[src/rtl/aes_round_arbiter.sv]
// aes_round_arbiter: shares one single-round AES core between two requesters.
// Jobs are accepted over valid/ready and arbitrated round-robin. The core
// operands are held in registers for CORE_LAT cycles, then the core result is
// returned to the port that issued the job.
// Optional build macro AES_ARB_FIXED_PRIO_EN: when both ports request at once,
// port 0 always wins.
module aes_round_arbiter #(
    parameter int unsigned CORE_LAT = 1
) (
    input  logic         clk,
    input  logic         reset_n,
    input  logic         req0_valid,
    output logic         req0_ready,
    input  logic         req0_dec,
    input  logic [127:0] req0_key,
    input  logic [127:0] req0_data,
    output logic         rsp0_valid,
    input  logic         rsp0_ready,
    output logic [127:0] rsp0_data,
    input  logic         req1_valid,
    output logic         req1_ready,
    input  logic         req1_dec,
    input  logic [127:0] req1_key,
    input  logic [127:0] req1_data,
    output logic         rsp1_valid,
    input  logic         rsp1_ready,
    output logic [127:0] rsp1_data,
    output logic [127:0] core_data_in,
    output logic [127:0] core_key,
    output logic         core_dec,
    input  logic [127:0] core_data_out,
    output logic         busy,
    output logic         grant_id
);

    typedef enum logic [1:0] {
        IDLE = 2'd0,
        RUN  = 2'd1,
        RESP = 2'd2
    } state_t;

    state_t         state_q, state_d;
    logic [3:0]     cnt_q, cnt_d;
    logic           last_grant_q, last_grant_d;
    logic           grant_id_q, grant_id_d;
    logic [127:0]   core_data_in_q, core_data_in_d;
    logic [127:0]   core_key_q, core_key_d;
    logic           core_dec_q, core_dec_d;
    logic           rsp0_valid_q, rsp0_valid_d;
    logic           rsp1_valid_q, rsp1_valid_d;
    logic [127:0]   rsp0_data_q, rsp0_data_d;
    logic [127:0]   rsp1_data_q, rsp1_data_d;

    logic           sel_valid;
    logic           sel_port;
    logic           rsp_handshake;

    // Pick the port that would be granted if the arbiter were idle this cycle.
    always_comb begin
        sel_valid = req0_valid | req1_valid;
        sel_port  = 1'b0;
        if (req0_valid && req1_valid) begin
`ifdef AES_ARB_FIXED_PRIO_EN
            sel_port = 1'b0;
`else
            sel_port = ~last_grant_q;
`endif
        end else begin
            sel_port = req1_valid;
        end
    end

    // Next-state logic, combinational ready outputs and operand/result capture.
    always_comb begin
        state_d        = state_q;
        cnt_d          = cnt_q;
        last_grant_d   = last_grant_q;
        grant_id_d     = grant_id_q;
        core_data_in_d = core_data_in_q;
        core_key_d     = core_key_q;
        core_dec_d     = core_dec_q;
        rsp0_valid_d   = rsp0_valid_q;
        rsp1_valid_d   = rsp1_valid_q;
        rsp0_data_d    = rsp0_data_q;
        rsp1_data_d    = rsp1_data_q;
        req0_ready     = 1'b0;
        req1_ready     = 1'b0;
        rsp_handshake  = grant_id_q ? (rsp1_valid_q && rsp1_ready)
                                    : (rsp0_valid_q && rsp0_ready);

        unique case (state_q)
            IDLE: begin
                req0_ready = sel_valid && !sel_port;
                req1_ready = sel_valid && sel_port;
                if (sel_valid) begin
                    core_data_in_d = sel_port ? req1_data : req0_data;
                    core_key_d     = sel_port ? req1_key  : req0_key;
                    core_dec_d     = sel_port ? req1_dec  : req0_dec;
                    grant_id_d     = sel_port;
                    last_grant_d   = sel_port;
                    cnt_d          = 4'(CORE_LAT - 1);
                    state_d        = RUN;
                end
            end
            RUN: begin
                if (cnt_q == 4'd0) begin
                    if (grant_id_q) begin
                        rsp1_data_d  = core_data_out;
                        rsp1_valid_d = 1'b1;
                    end else begin
                        rsp0_data_d  = core_data_out;
                        rsp0_valid_d = 1'b1;
                    end
                    state_d = RESP;
                end else begin
                    cnt_d = cnt_q - 4'd1;
                end
            end
            RESP: begin
                if (rsp_handshake) begin
                    rsp0_valid_d = 1'b0;
                    rsp1_valid_d = 1'b0;
                    rsp0_data_d  = '0;
                    rsp1_data_d  = '0;
                    state_d      = IDLE;
                end
            end
            default: begin
                state_d = IDLE;
            end
        endcase
    end

    // State and datapath registers; reset aborts any job in flight.
    always_ff @(posedge clk or negedge reset_n) begin
        if (!reset_n) begin
            state_q        <= IDLE;
            cnt_q          <= 4'd0;
            last_grant_q   <= 1'b1;
            grant_id_q     <= 1'b0;
            core_data_in_q <= '0;
            core_key_q     <= '0;
            core_dec_q     <= 1'b0;
            rsp0_valid_q   <= 1'b0;
            rsp1_valid_q   <= 1'b0;
            rsp0_data_q    <= '0;
            rsp1_data_q    <= '0;
        end else begin
            state_q        <= state_d;
            cnt_q          <= cnt_d;
            last_grant_q   <= last_grant_d;
            grant_id_q     <= grant_id_d;
            core_data_in_q <= core_data_in_d;
            core_key_q     <= core_key_d;
            core_dec_q     <= core_dec_d;
            rsp0_valid_q   <= rsp0_valid_d;
            rsp1_valid_q   <= rsp1_valid_d;
            rsp0_data_q    <= rsp0_data_d;
            rsp1_data_q    <= rsp1_data_d;
        end
    end

    assign core_data_in = core_data_in_q;
    assign core_key     = core_key_q;
    assign core_dec     = core_dec_q;
    assign rsp0_valid   = rsp0_valid_q;
    assign rsp1_valid   = rsp1_valid_q;
    assign rsp0_data    = rsp0_data_q;
    assign rsp1_data    = rsp1_data_q;
    assign grant_id     = grant_id_q;
    assign busy         = (state_q != IDLE);

endmodule

[config.mk]
export PLATFORM = sky130hd
export DESIGN_NAME = aes_round_arbiter
export DESIGN_NICKNAME = d
export VERILOG_FILES = /design/src/rtl/aes_round_arbiter.sv
export SDC_FILE = /design/constraint.sdc
export NUM_CORES = 1
export LEC_CHECK = 0
export BUFFER_PORTS_ARGS = -buffer_cell sky130_fd_sc_hd__buf_2
export CORE_AREA = 8 8 452 454
export CTS_CLUSTER_DIAMETER = 120
export DETAILED_ROUTE_END_ITERATION = 10
export DIE_AREA = 0 0 460 462
export HOLD_SLACK_MARGIN = 0.05
export MAX_ROUTING_LAYER = met4
export PLACE_DENSITY = 0.3
export SLEW_MARGIN = 20
export SYNTH_ARGS = -nofsm -noshare
export SYNTH_HDL_FRONTEND = slang
export SYNTH_SLANG_ARGS = --single-unit
[constraint.sdc]
create_clock -name clk -period 1.9 [get_ports clk]
set_input_delay 0.095 -clock clk [delete_from_list [all_inputs] [get_ports clk]]
set_output_delay 0.095 -clock clk [all_outputs]
set_load 0.01 [all_outputs]
==> reports/results.txt <==
Most used DFF post-synth - dfrtp_1
full die area - 0.2125 mm²
Clock Skew - 0.01680 ns
critical path cell sequence - buf_6, nor4b_4, and2b_4, buf_12, buf_12, buf_6, mux2_4, a22o_1
Crit Path Class - flip-flop to flip-flop
synthesis warning total - 0
GRT Max-Usage Layer - met2
WL/cell - 28.57 µm
drt pass-1 iters - 9
commonest non-fill, non-tap cell in the layout - buf_2
Worst-Margin Slew - 0.8505 ns
Clock Latency Late Sink - 0.68 ns
Area contributors post-synth - dfrtp_1 54%, mux2i_1 12%, a222oi_1 9.0%, nand3_1 5.3%, nand2_1 4.7%
syn_area_per_cell - 10.77 µm²
CP max stage delay - 0.43 ns
core area - 0.1966 mm²
CP required - 2.47 ns
CP endpoint kind - flip-flop
nets - 4836
clock slew at reported path FFs - 0.05 ns
Leak - 0.02262 µW
CTS tree - done
ys async rst share - 100.0%
chip height - 462 µm
final WL - 198300 µm
H-tree depth - 3
Initial Util - 12.22%
max-slew violations - 0
Yosys top cell area share - 54.36%
Post-Syn Instances - 2232
proportion of layout cells with a drive suffix above 1 - 40.25%
Arr. time, crit path - 2.59 ns
DP HPWL - 142000 µm
DRC - 0
failing checks - negative setup slack
Fin. Hold Viols - 0
Max Fclk - 0.4950 GHz
flops & latches, synth - 523
dpl cells - 5970
pwr/cell area - 1557 mW/mm²
CP Max Fanout - 6
Crit path buffers/inverters - 4
DR vias/cell - 4.045
final critical-path share of the clock period - 106.3%
initial antenna violation count - 107
met2 usage - 26.49%
grt met3 use - 5.134%
Rel. slew slack - 43.30%
largest net degree at the start of global routing - 141
RSZ-0062 raised after global routing - yes
DIE WIDTH - 460 µm
first-pass GRT wire length - 249800 µm
delay-heaviest family, CP - simple AND/OR/NAND/NOR gates
status - finished with violations
Distinct cells, synth - 38
Tightest Hold Check Type - input port to flip-flop
startpoint types - flip-flop
Num CTS Buffers - 73
Final min period - 2.020 ns
Synth area leader - dfrtp_1
worst ir drop on vdd - 0.001025 V
setup slack after layout - -0.1203 ns
Worst Hold Slack - 0.1297 ns
I/O pins - 1167
vias in the first global route - 27820
most frequent cells in the layout - 1163 x buf_2, 646 x dlygate4sd3_1, 520 x dfrtp_1
GR Layer Usage met1 - 22.31%
Syn Nets - 2882
Crit-path slowest cell - dfrtp_2
Final setup viols - 232
GRT overflow - 0
CTS root buffer - clkbuf_16
DRT antenna net count - 0
port bufs - 1166
num rows - 163
Post-synth EDFFs - 0
synthesized area - 0.02403 mm²
DR iter-0 viols - 3319
final std cells w/o fill - 6942
Longest Clk Path Bufs - 3
sequential element share of the synthesized area - 54.47%
Placer Congestion - 0.9223
GRT Util Overall - 17.23%
clk sink count - 523
Vias - 28080
max-cap violation count - 0
P&R area growth vs syn - 94.12%
-- Yosys cell counts (all sizes together), types with 2 or more instances --
| cell type | instances |
|---|---|
| o211ai | 127 |
| ha | 2 |
| and2 | 2 |
| buf | 122 |
| nor3 | 2 |
| mux2 | 3 |
| a22o | 4 |
| clkbuf | 93 |
| a21o | 3 |
| o21ai | 47 |
| nand2b | 2 |
| nand2 | 302 |
| a222oi | 216 |
| mux2i | 296 |
| inv | 219 |
| dfrtp | 522 |
| nand3 | 255 |
-- through the flow --
stage | utilization (%) | total power [µW] | setup slack, ns | TNS [ns] | cell area, µm²
CTS | 22.65 | 70180 | -0.1838 | -17.78 | 44530
floorplan | - | 35120 | 0.07633 | 0 | 24030
finish | 23.72 | 72630 | -0.1203 | -8.749 | 46640
global route | 23.70 | 76790 | -0.1903 | -38.05 | 46600
global placement | 17.33 | 50890 | -0.1207 | -15.78 | 34070
detailed placement | 17.33 | 51090 | -0.1119 | -10.10 | 34070
-- worst paths after layout --
kind	start	to	slack (ns)	depth (start not counted)
setup / recovery	state_q[1]	rsp0_data[127]	-0.12	8
hold / removal	req0_valid	state_q[0]	0.13	4
setup reg to reg	state_q[1]	rsp0_data[127]	-0.12	8
hold reg to reg	core_data_in[127]	core_data_in[127]	0.48	2
max in group asynchronous	reset_n	core_key[124]	0.67	5
min in group asynchronous	reset_n	core_data_in[107]	0.65	4
-- worst min-delay path: cells and delay by family --
family / cells / cell delay [ns]
AO/OA/AOI/OAI: 1 / 0.08
buffers and inverters: 1 / 0.17
AND/OR/NAND/NOR: 2 / 0.41
-- power breakdown --
group / total (µW) / switching [µW] / internal, µW
Sequential: 20400 / 4200 / 16200
Clock: 14000 / 5920 / 8040
Combinational: 38200 / 21700 / 16600
-- cells by family (layout without fill, tap and decap cells) --
logic type | count (synthesis) | after routing | synth area share (%)
buf+inv | 434 | 2438 | 8.123
other cells | 0 | 63 | 0
compound gates | 401 | 401 | 14.30
simple gates | 573 | 576 | 10.52
fa+ha+maj | 2 | 2 | 0.1041
mux | 299 | 299 | 12.47
flops | 523 | 523 | 54.47
-- layer usage --
metal	wire, µm	share of wire (%)	vias up
met5	0	0	-
met4	4957	2.5	0
met3	16570	8.4	284
met2	89330	45	1494
met1	87440	44	14090
li1	-	-	12210
-- area by class of cell --
type	instances	area [µm²]
Inverter	219	822.0
Clock buffer	104	2115
Clock inverter	24	234.0
Antenna cell	63	157.7
Timing Repair Buffer	2091	17170
Tap cell	2640	3303
Sequential cell	523	13090
Fill cell	21500	150000
Multi-Input combinational cell	1278	9752
-- registers in the layout, summed over array words and instances (netlist names) --
| signal | flops |
|---|---|
| core_data_in | 128 |
| core_key | 128 |
| rsp0_data | 128 |
| rsp1_data | 128 |
| cnt_q | 4 |
| state_q | 2 |
| core_dec | 1 |
| grant_id | 1 |
| last_grant_q | 1 |
| rsp0_valid | 1 |
| rsp1_valid | 1 |
-- repair_timing --
| action | 4_1_cts | 5_1_grt |
|---|---|---|
| endpoints found under the setup margin | 375 | 422 |
| endpoints found under the hold margin | 1037 | 1 |
| resized for setup | 80 | 210 |
| gates cloned | 33 | 49 |
| hold buffers | 647 | 1 |
| buffers inserted | 37 | 36 |
| pin swaps | 33 | 180 |
(Power assumes the default switching activity.)
